### src/rtl/encoder8x3_seq.sv
// Registered 8-to-3 priority encoder with a sticky pending set and a valid/ready output slot.
// Optional macro ROUND_ROBIN_EN replaces fixed highest-index priority with a rotating search.
module encoder8x3_seq #(
  parameter int N      = 8,
  parameter int CODE_W = $clog2(N)
) (
  input  logic              clk,
  input  logic              rst,
  input  logic              en,
  input  logic [N-1:0]      req,
  input  logic              ready,
  output logic              valid,
  output logic [CODE_W-1:0] code,
  output logic [N-1:0]      pending
);

  logic              acc;
  logic              slot_free;
  logic [N-1:0]      newr;
  logic [N-1:0]      cand;
  logic [CODE_W-1:0] start;
  logic [CODE_W-1:0] sel_idx;
  logic              sel_found;

  assign acc       = valid & ready;
  assign slot_free = ~valid | acc;
  assign newr      = en ? req : '0;
  assign cand      = pending | newr;

`ifdef ROUND_ROBIN_EN
  logic [CODE_W-1:0] rr_ptr;
  logic [CODE_W-1:0] ptr_eff;

  // The code being accepted this cycle already counts as the last one served,
  // so the next search starts just below it rather than at the stale pointer.
  assign ptr_eff = acc ? code : rr_ptr;
  assign start   = ptr_eff - CODE_W'(1);
`else
  assign start   = CODE_W'(N - 1);
`endif

  // Descending search from start, wrapping 0 -> N-1; first set bit wins.
  always_comb begin
    logic [CODE_W-1:0] idx;
    // NOTE: every output of a combinational block gets a default first, so no path leaves it unassigned and no latch is inferred.
    sel_idx   = '0;
    sel_found = 1'b0;
    idx       = '0;
    for (int i = 0; i < N; i++) begin
      idx = start - CODE_W'(i);
      if (!sel_found && cand[idx]) begin
        sel_idx   = idx;
        sel_found = 1'b1;
      end
    end
  end

  // NOTE: state registers use non-blocking assignments so all of them update together from pre-edge values.
  always_ff @(posedge clk) begin
    if (rst) begin
      valid   <= 1'b0;
      code    <= '0;
      pending <= '0;
    end else if (slot_free) begin
      if (sel_found) begin
        valid   <= 1'b1;
        code    <= sel_idx;
        pending <= cand & ~(N'(1) << sel_idx);
      end else begin
        valid   <= 1'b0;
        pending <= '0;
      end
    end else begin
      pending <= cand;
    end
  end

`ifdef ROUND_ROBIN_EN
  always_ff @(posedge clk) begin
    if (rst) begin
      rr_ptr <= '0;
    end else if (acc) begin
      rr_ptr <= code;
    end
  end
`endif

endmodule

### config.mk
export PLATFORM = sky130hd
export DESIGN_NAME = encoder8x3_seq
export DESIGN_NICKNAME = d
export VERILOG_FILES = /design/src/rtl/encoder8x3_seq.sv
export SDC_FILE = /design/constraint.sdc
export NUM_CORES = 1
export LEC_CHECK = 0
export BUFFER_PORTS_ARGS = -buffer_cell sky130_fd_sc_hd__buf_4
export CORE_AREA = 2 2 39 41
export CTS_BUF_LIST = sky130_fd_sc_hd__clkbuf_2 sky130_fd_sc_hd__clkbuf_4 sky130_fd_sc_hd__clkbuf_8
export CTS_CLUSTER_DIAMETER = 40
export CTS_CLUSTER_SIZE = 10
export DETAILED_ROUTE_END_ITERATION = 7
export DIE_AREA = 0 0 41 43
export PLACE_DENSITY_LB_ADDON = 0.3
export SYNTH_ARGS = -nofsm -noshare
export SYNTH_HDL_FRONTEND = slang
export SYNTH_SLANG_ARGS = --single-unit
export TNS_END_PERCENT = 20
### constraint.sdc
create_clock -name clk -period 4.8 [get_ports clk]
set_clock_uncertainty 0.1 [all_clocks]
set_input_delay 0.72 -clock clk [delete_from_list [all_inputs] [get_ports clk]]
set_output_delay 0.72 -clock clk [all_outputs]
set_load 0.1 [all_outputs]
# Word level (Yosys, flattened, before mapping)

Index checks and enable logic that the tools add are counted.

Bitwise gates (word level): 6
$add $sub $neg: 0
Divide/modulo/power cells: 0
Shift operators: 1
Reduce and logical (&&, ||, !) cells: 15
Eq/ne operators: 0
$mul: 0
Magnitude comparators: 0
Mux-type cells: 20

Operator list:

| operator                                                          | count |
|---|---|
| 3-bit 2-to-1 mux                                                  | 8 |
| 8-bit 2-to-1 mux                                                  | 3 |
| 1-bit 2-to-1 mux                                                  | 9 |
| 8-bit bitwise AND                                                 | 1 |
| 8-bit inverter                                                    | 1 |
| 8-bit bitwise OR                                                  | 1 |
| 1-bit by 3-bit left shift with 8-bit output, first input constant | 1 |
| 1-bit logical AND                                                 | 7 |
| 1-bit zero test                                                   | 7 |
| 2-bit AND reduction                                               | 1 |
| 1-bit bitwise AND                                                 | 1 |
| 1-bit inverter                                                    | 1 |
| 1-bit bitwise OR                                                  | 1 |

Memories: 0
RAM bits: 0
Logic and storage cells: 45
Bits in read-only memories: 0
Output and inout port bits: 12
Flip-flop bits (word level): 12
Bits in latches: 0

# Longest topological paths before layout

Gate-level depths: netlist of run 1.

Depth after elaboration: 29
Gate-level depth with buffers: 5
Mapped depth without buffers: 4

# Worst setup path before layout of run 1

No wires, ideal clock.

Kind: flip-flop to flip-flop
From: reg pending[6]
To: reg pending[3]
Period minus slack after synthesis: 2094 ps
Setup time: 137 ps
Arrival: 1857 ps
Stages on the path, launching flop included: 5
Setup slack: 2706 ps
Path through: dfxtp_1 -> or2_1 -> or3_4 -> o41ai_4 -> nor3_1

Word-level cells in the longest chain between the ends: 26
Elaborated cells on any way between the ends: 33
Those cells by class: shift: 1; mux: 16; bitwise: 3; reduce/logical: 13

RTL lines:

| what                                        | line | RTL |
|---|---|---|
| from (decl)                                 | 14   | `output logic [N-1:0] pending` |
| from (signal assigned)                      | 68   | `pending <= cand & ~(N'(1) << sel_idx);` |
| from (signal assigned)                      | 74   | `pending <= cand;` |
| 8-bit bitwise OR (*)                        | 28   | `assign cand = pending \| newr;` |
| 1-bit logical AND (*)                       | 51   | `if (!sel_found && cand[idx]) begin` |
| 1-bit 2-to-1 mux                            | 51   |  |
| 1-bit zero test                             | 51   |  |
| 1-bit logical AND                           | 51   |  |
| 1-bit 2-to-1 mux                            | 51   |  |
| 1-bit zero test                             | 51   |  |
| 1-bit logical AND                           | 51   |  |
| [... 10 more ...]                           | n/a  |  |
| 1-bit zero test                             | 51   |  |
| 1-bit logical AND                           | 51   |  |
| 3-bit 2-to-1 mux                            | 51   |  |
| 1-bit by 3-bit left shift with 8-bit output | 68   |  |
| 8-bit inverter                              | 68   |  |
| 8-bit bitwise AND                           | 68   |  |
| 8-bit 2-to-1 mux (*)                        | 65   | `if (sel_found) begin` |
| 8-bit 2-to-1 mux (*)                        | 64   | `end else if (slot_free) begin` |

Mark *: on every way between the ends. The rest lies on a longest branch, timed or not.
A chain may end at the register's enable or synchronous reset.

# Worst setup path in the final report of run 1

From: in req[3]
To: reg pending[7]

Word-level cells in the longest chain between the ends: 18
Elaborated cells on any way between the ends: 22
Those cells by class: shift: 1; mux: 11; bitwise: 3; reduce/logical: 7

RTL lines:

| what                                        | line | RTL |
|---|---|---|
| from (decl)                                 | 10   | `input logic [N-1:0] req,` |
| 8-bit 2-to-1 mux (*)                        | 27   | `assign newr = en ? req : '0;` |
| 8-bit bitwise OR (*)                        | 28   |  |
| 1-bit logical AND (*)                       | 51   |  |
| 1-bit 2-to-1 mux                            | 51   |  |
| 1-bit zero test                             | 51   |  |
| 1-bit logical AND                           | 51   |  |
| 1-bit 2-to-1 mux                            | 51   |  |
| 1-bit zero test                             | 51   |  |
| [... 2 more ...]                            | n/a  |  |
| 1-bit zero test                             | 51   |  |
| 1-bit logical AND                           | 51   |  |
| 3-bit 2-to-1 mux                            | 51   |  |
| 1-bit by 3-bit left shift with 8-bit output | 68   |  |
| 8-bit inverter                              | 68   |  |
| 8-bit bitwise AND                           | 68   |  |
| 8-bit 2-to-1 mux (*)                        | 65   |  |
| 8-bit 2-to-1 mux (*)                        | 64   |  |

Marked as above.

==> impl_metrics.yaml, run 1 <==
setup_path:
  crit_type: "in -> reg"
  worstSetupStartpointType: "input pin"
  worstPathMaxFanout: 7
  arrival_ns: 2.09
  cp_data_required_time_ns: 4.83
  cp-end-kind: "flop"
logic_synthesis:
  post_synth_main_area_contributors: "dfxtp_1 38%, a21oi_1 8.6%, a211oi_1 4.7%"
  synth_top_area_cell: "dfxtp_1"
  synth.most_common_cell: "dfxtp_1"
  netlist_instances: 75
  synth_enable_flop_cells: 0
  synth_ff_type: "dfxtp_1"
  synth_seq_cells: 12
  synthesis.nets: 87
  synth_common_cells: "12 x dfxtp_1, 11 x a21oi_1, 6 x nor2_1"
  ys_types: 28
  ys_seq_area_frac: 0.376
  synth_area_um2: 639
  synth_area_per_cell_um2: 8.52
  synthArstFlopShare: 0
  synth_top_area_share: 0.376
  synth_warnings: 0
timing:
  setup_viol: 0
  tightest_slew_ns: 0.548
  fmax_ghz: 0.487
  post-route-period-util: 0.428
  min_period_ns: 2.06
  layout_setup_ws_ns: 2.74
  rsz0062_at_grt: "no"
  finalSetupTns_ns: 0
  max_slew_margin: 0.631
  hold_viol: 0
  maxSlewViolCount: 0
die:
  core_area_um2: 1380
  die_width_um: 41
  initial_utilization: 0.462
  die_y_um: 43
  io_pins: 24
  rows: 14
  dieArea_um2: 1760
cts:
  hold_buffers: 0
  ctsResizeCount: 0
  clock-root-buffer: "clkbuf_4"
  post_cts_buffers: 0
  path_clk_slew_ns: 0.07
  cts_sinks: 12
  cts_tree: "built"
  cts_buffers: 3
  htreeDepth: 1
  clk_path_buf_depth: 2
  clk_latency_ns: 0.26
drt:
  viasPerCell: 5.76
  first_pass_iters: 4
  vias: 674
  wl_mm: 1.45
  drtIter0Drc: 9
  wire_per_inst_um: 12.4
  antenna_left: 0
  drc: 0
power:
  power_density_nw_per_um2: 388
  p_leak_nw: 0.375
  vdd_ir_drop_max_mv: 0.208
  p_total_mw: 0.334
global_routing:
  grt_pass1_wl_mm: 2.44
  gr-total-overflow: 0
  track_usage: 0.196
  antenna_found_initial: 0
  grt_pass1_vias: 621
  grt_max_degree: 17
final_layout:
  design_area_um2: 861
  area_delta_synth_final_pct: 34.6
  diodes: 0
  num-nets-final: 114
  drive_gt1_frac: 0.317
place:
  place.gp.congestion: 0.769
  place_ws_ns: 2.46
  dpl_cell_area_um2: 825
  io_buffers: 23
  hpwl_mm: 1.17
flow_run:
  drv_cap: 0
min_path:
  min_path_type: "reg -> reg"
outcome:
  status: "finished, final reports clean"
-- cells in the final DEF (no fill, tap or decap), types with 2 or more instances in the layout --
| master | netlist | routed |
|---|---|---|
| o21ai_1 | 2 | 2 |
| inv_1 | 2 | 2 |
| a21oi_1 | 11 | 11 |
| nor3b_1 | 2 | 2 |
| or2_2 | 2 | 2 |
| a41oi_1 | 2 | 2 |
| nor2b_1 | 2 | 2 |
| clkbuf_4 | 0 | 3 |
| a211oi_1 | 4 | 4 |
| nor3_1 | 5 | 5 |
| nor2_1 | 6 | 6 |
| o21ai_0 | 4 | 4 |
| dfxtp_1 | 12 | 12 |
| a21o_1 | 2 | 2 |
| buf_4 | 1 | 23 |
| and2_1 | 2 | 2 |
| nand2_1 | 2 | 2 |
| o21a_1 | 3 | 3 |
-- report_power, final --
| part | internal (mW) | switching (mW) | total, mW |
|---|---|---|---|
| clock network | 0.0460 | 0.0324 | 0.0784 |
| registers | 0.109 | 0.00653 | 0.115 |
| logic | 0.0376 | 0.103 | 0.141 |
| total | 0.192 | 0.142 | 0.334 |
-- state kept, by name, indices dropped and copies added (netlist names) --
| name | cells |
|---|---|
| code | 3 |
| pending | 8 |
| valid | 1 |
-- critical path: stages --
cell and delay [ns]:
buf_4 0.11, o21ai_0 0.28, nand4_1 0.25, o41ai_4 0.60, nor3_1 0.12
-- through the flow --
step / hold WS (ns) / util / std cells
2_1_floorplan: 0.689 / - / 75
3_3_place_gp: 0.351 / 0.596 / 113
3_5_place_dp: 0.362 / 0.596 / 113
4_1_cts: 0.382 / 0.622 / 117
5_1_grt: 0.414 / 0.622 / 117
6_report: 0.374 / 0.622 / 117
-- cells by family after synthesis --
family	after synthesis	synth area share
buffers and inverters	3	0.0235
AO/OA/AOI/OAI	32	0.348
flip-flops	12	0.376
multiplexers	1	0.0157
AND/OR/NAND/NOR	27	0.237
-- routing by layer --
layer	vias up	track usage	part of all wire
li1	339	-	-
met1	315	0.247	0.44
met2	18	0.316	0.48
met3	2	0.0471	0.065
met4	0	0.0600	0.0089
met5	-	0	0
-- cell type report --
cell class	instances	area [µm²]
multi-input combinational	60	384
sequential	12	240
clock buffer	4	36.3
fill	137	523
timing repair buffer	23	173
inverter	2	7.51
tap	16	20.0
-- path summary, 6_finish.rpt --
check,slack [ns],cells past startpoint,end,start
worst max-delay path,2.74,5,pending[7],req[3]
worst min-delay path,0.37,2,code[1],code[1]
worst max register to register,3.03,4,pending[7],pending[7]
worst min register to register,0.37,2,code[1],code[1]
No activity file was read; power rests on OpenSTA's default activity.
==> run 2: changes to the inputs <==
--- a/config.mk
+++ b/config.mk
@@ -6,12 +6,11 @@
 export NUM_CORES = 1
 export LEC_CHECK = 0
 export BUFFER_PORTS_ARGS = -buffer_cell sky130_fd_sc_hd__buf_4
-export CORE_AREA = 2 2 39 41
+export CORE_UTILIZATION = 49
 export CTS_BUF_LIST = sky130_fd_sc_hd__clkbuf_2 sky130_fd_sc_hd__clkbuf_4 sky130_fd_sc_hd__clkbuf_8
 export CTS_CLUSTER_DIAMETER = 40
 export CTS_CLUSTER_SIZE = 10
 export DETAILED_ROUTE_END_ITERATION = 7
-export DIE_AREA = 0 0 41 43
 export PLACE_DENSITY_LB_ADDON = 0.3
 export SYNTH_ARGS = -nofsm -noshare
 export SYNTH_HDL_FRONTEND = slang
==> constraint.sdc (replaced) <==
create_clock -name clk -period 2.1 [get_ports clk]
set_clock_uncertainty 0.1 [all_clocks]
set_input_delay 0.315 -clock clk [delete_from_list [all_inputs] [get_ports clk]]
set_output_delay 0.315 -clock clk [all_outputs]
set_load 0.1 [all_outputs]
==> run 2 against run 1 <==
Wire length increased by 1.9%. Critical path depth shrank 1. Clock power up 130%. Global-route usage is 4.3 points higher. Largest cell class unchanged. Highest routed layer unchanged.
==> impl_metrics.yaml, run 2 (same netlist as run 1, synthesis figures left out) <==
die:
  core_area_um2: 1160
  rows: 12
  die_y_um: 38.1
  dieArea_um2: 1450
  initial_utilization: 0.553
  die_width_um: 38.1
  io_pins: 24
setup_path:
  slowest_delay_ns: 0.41
  r2r_start: "pending[6]"
  cp_data_required_time_ns: 2.14
  arrival_ns: 1.78
  path_buf_inv: 0
  critPathSlowestCell: "or3_4"
  startpoint: "pending[6]"
  path_delay_family: "simple AND/OR/NAND/NOR gates"
  crit_chain: "or2_1 -> or3_4 -> o41ai_4 -> nor3_1"
  crit_type: "reg -> reg"
  cp-end-kind: "flop"
  worstPathMaxFanout: 7
  worstSetupStartpointType: "flop"
drt:
  viasPerCell: 5.70
  drc: 0
  wl_mm: 1.48
  wire_per_inst_um: 12.9
  first_pass_iters: 4
  vias: 656
  drtIter0Drc: 17
  antenna_left: 0
power:
  p_comb_frac: 0.419
  p_leak_nw: 0.375
  switching_share: 0.430
  p_int_mw: 0.440
  power_density_nw_per_um2: 898
  p_sw_mw: 0.331
  p_clk_frac: 0.239
  vdd_ir_drop_max_mv: 0.538
  p_seq_frac: 0.342
cts:
  cts_sinks: 12
  cts_tree: "built"
  path_clk_slew_ns: 0.08
  ctsResizeCount: 0
  clk_latency_ns: 0.27
  hold_buffers: 0
  htreeDepth: 1
  clock-root-buffer: "clkbuf_4"
  clk_path_buf_depth: 2
  post_cts_buffers: 0
  cts_buffers: 3
final_layout:
  fillCellCount: 88
  regMostFlops: "pending"
  reg_top3: "pending: 8 flops, code: 3 flops, valid: 1 flops"
  drive_gt1_frac: 0.317
  layout_commonest_cell: "buf_4"
  finish.utilization: 0.742
  final_cell_mix: "23 x buf_4, 12 x dfxtp_1, 11 x a21oi_1"
  largest_reg_flops: 8
  area_delta_synth_final_pct: 34.2
  num-nets-final: 114
  diodes: 0
timing:
  layout_setup_ws_ns: 0.361
  rsz0062_at_grt: "no"
  post-route-period-util: 0.828
  finalSetupTns_ns: 0
  holdWs_ns: 0.144
  tightest_slew_ns: 0.535
  min_period_ns: 1.74
  max_slew_margin: 0.640
  maxSlewViolCount: 0
  hold_viol: 0
  setup_viol: 0
  fmax_ghz: 0.575
global_routing:
  grt_pass1_vias: 602
  gr-total-overflow: 0
  track_usage: 0.239
  grt_pass1_wl_mm: 2.46
  antenna_found_initial: 0
  grt_max_degree: 17
place:
  place_ws_ns: 0.216
  io_buffers: 23
  hpwl_mm: 1.18
  place.gp.congestion: 0.886
min_path:
  min_path_type: "in -> reg"
  hp-start: "rst"
outcome:
  status: "finished, final reports clean"
flow_run:
  drv_cap: 0
-- run 2: cell counts in the layout (fill, tap and decap cells not counted) --
Identical to the previous run, type by type.
-- run 2: metrics by stage --
stage	area [µm²]	power, mW	std cells
after global placement	822	0.588	111
after detailed placement	822	0.591	111
after floorplan	639	0.517	75
after global routing	858	0.808	115
after CTS	858	0.773	115
final	858	0.771	115
-- run 2: area by class of cell --
type,count,area [µm²],area share
multi-input combinational,60,384,0.448
sequential,12,240,0.280
timing repair buffer,23,173,0.201
clock buffer,4,36.3,0.0423
tap,14,17.5,0.0204
inverter,2,7.51,0.00875
-- run 2: per-layer routing --
layer	global-route usage	vias to the layer above	wire [µm]
li1	-	337	-
met1	0.315	298	723
met2	0.386	19	685
met3	0.0523	2	70
met4	0.0714	0	4
met5	0	-	0
-- run 2: worst paths after layout --
check                    end  slack [ns]  cells after the start
setup / recovery  pending[5]        0.36                      4
hold / removal       code[2]        0.14                      2
setup reg to reg  pending[5]        0.36                      4
hold reg to reg      code[1]        0.38                      2
-- run 2: power by group through the flow --
stage	clock [mW]	combinational, mW	sequential [mW]
5_1_grt	0.200	0.341	0.267
2_1_floorplan	0	0.0982	0.418
3_3_place_gp	0	0.320	0.268
3_5_place_dp	0	0.322	0.269
4_1_cts	0.186	0.322	0.264
6_report	0.184	0.323	0.264
-- run 2: worst register-to-register path: cells and delay by family, from the launching register on --
family	cells	cell delay [ns]
and+or+nand+nor	3	0.76
AOI/OAI and AO/OA	1	0.40
DFF	1	0.35
==> run 3: changes to the inputs <==
--- a/config.mk
+++ b/config.mk
@@ -6,7 +6,7 @@
 export NUM_CORES = 1
 export LEC_CHECK = 0
 export BUFFER_PORTS_ARGS = -buffer_cell sky130_fd_sc_hd__buf_4
-export CORE_UTILIZATION = 49
+export CORE_UTILIZATION = 44
 export CTS_BUF_LIST = sky130_fd_sc_hd__clkbuf_2 sky130_fd_sc_hd__clkbuf_4 sky130_fd_sc_hd__clkbuf_8
 export CTS_CLUSTER_DIAMETER = 40
 export CTS_CLUSTER_SIZE = 10
==> constraint.sdc (replaced) <==
create_clock -name clk -period 1.6 [get_ports clk]
set_clock_uncertainty 0.1 [all_clocks]
set_input_delay 0.24 -clock clk [delete_from_list [all_inputs] [get_ports clk]]
set_output_delay 0.24 -clock clk [all_outputs]
set_load 0.1 [all_outputs]
==> run 3 against run 2 <==
The run now ends with negative setup slack left. Largest power group unchanged. Die area rose by 11%. Combinational power rose by 61%. Largest cell class unchanged. Sequential power increased by 31%. Core utilization up 5.0 points. Critical path type unchanged. Cell count up 19%.
==> impl_metrics.yaml, run 3 (same netlist as run 1, synthesis figures left out) <==
die:
  die_y_um: 40.1
  die_width_um: 40.1
  dieArea_um2: 1610
  io_pins: 24
  initial_utilization: 0.479
  core_area_um2: 1330
  rows: 13
timing:
  min_period_ns: 1.70
  maxSlewViolCount: 0
  rsz0062_at_grt: "yes"
  holdWs_ns: 0.0488
  setup_viol: 8
  hold_viol: 0
  finalSetupTns_ns: -0.604
  tightest_slew_ns: 0.412
  layout_setup_ws_ns: -0.104
  post-route-period-util: 1.07
  max_slew_margin: 0.725
  fmax_ghz: 0.587
global_routing:
  track_usage: 0.290
  grt_pass1_vias: 719
  gr-total-overflow: 0
  grt_max_degree: 11
  grt_pass1_wl_mm: 2.91
  antenna_found_initial: 0
final_layout:
  num-nets-final: 135
  layout_commonest_cell: "buf_4"
  multi_input_area_um2: 412
  fin_cells: 137
  diodes: 0
  drive_gt1_frac: 0.549
  reg_top3: "pending: 8 flops, code: 3 flops, valid: 1 flops"
  fillCellCount: 92
  final_cell_mix: "44 x buf_4, 11 x a21oi_1, 6 x nor2_1, 6 x dfxtp_2, 5 x nor3_1"
  regArea_um2: 259
  area_delta_synth_final_pct: 65.4
  regMostFlops: "pending"
  largest_reg_flops: 8
drt:
  vias: 809
  antenna_left: 0
  wl_mm: 2.12
  viasPerCell: 5.91
  first_pass_iters: 4
  wire_per_inst_um: 15.5
  drtIter0Drc: 31
  drc: 0
place:
  dp.cells: 131
  io_buffers: 23
  hpwl_mm: 1.58
  place.gp.congestion: 0.875
cts:
  htreeDepth: 1
  clk_path_buf_depth: 2
  cts_tree: "built"
  cts_buffers: 3
  path_clk_slew_ns: 0.08
  clock-root-buffer: "clkbuf_4"
  clk_latency_ns: 0.29
  cts_sinks: 12
setup_path:
  arrival_ns: 1.76
  cp-end-kind: "flop"
  worstPathMaxFanout: 5
  crit_type: "reg -> reg"
  worstSetupStartpointType: "flop"
  cp_data_required_time_ns: 1.66
outcome:
  violations: "negative setup slack"
  status: "finished, violations left"
min_path:
  min_path_type: "in -> reg"
power:
  p_total_mw: 1.09
  vdd_ir_drop_max_mv: 0.690
  power_density_nw_per_um2: 1030
  p_leak_nw: 0.488
flow_run:
  drv_cap: 0
[run 3: final cells by class]
class	count	area share
multi-input combinational	60	0.389
timing repair buffer	44	0.312
sequential	12	0.245
clock buffer	4	0.0284
tap	15	0.0178
inverter	2	0.00710
[run 3: routing by layer]
layer | vias up | share of wire | global-route usage
met1 | 376 | 0.37 | 0.306
li1 | 378 | - | -
met4 | 0 | 0.024 | 0.155
met2 | 48 | 0.52 | 0.500
met5 | - | 0 | 0
met3 | 7 | 0.081 | 0.100
[run 3: repair_timing]
| item | in CTS | in global routing |
|---|---|---|
| hold endpoints to repair | 0 | 0 |
| gates resized for setup | 3 | 3 |
| hold buffers | 0 | 0 |
| buffers inserted | 0 | 2 |
| pin swaps | 0 | 1 |
| setup endpoints to repair | 10 | 10 |
[run 3: worst max-delay path, cell delays in order (launching register included)]
cell     delay [ns]
dfxtp_4        0.35
or2_4          0.25
or3_4          0.38
o41ai_4        0.24
buf_4          0.19
nor3_1         0.06
[run 3: final timing paths]
check	startpoint	to	slack, ns	cells past startpoint
worst max-delay path	pending[7]	pending[3]	-0.10	5
worst min-delay path	rst	pending[0]	0.05	2
worst max register to register	pending[7]	pending[3]	-0.10	5
worst min register to register	code[2]	code[2]	0.39	2
[run 3: where the power goes]
group | internal [mW] | switching (mW)
clock network | 0.114 | 0.110
registers | 0.328 | 0.0193
logic | 0.171 | 0.348
total | 0.613 | 0.477
[run 3: through the flow]
stage / util / instance area [µm²] / setup slack, ns
floorplan: - / 658 / -0.171
global placement: 0.738 / 985 / -0.118
detailed placement: 0.738 / 985 / -0.188
CTS: 0.774 / 1030 / -0.106
global route: 0.793 / 1060 / -0.144
finish: 0.793 / 1060 / -0.104
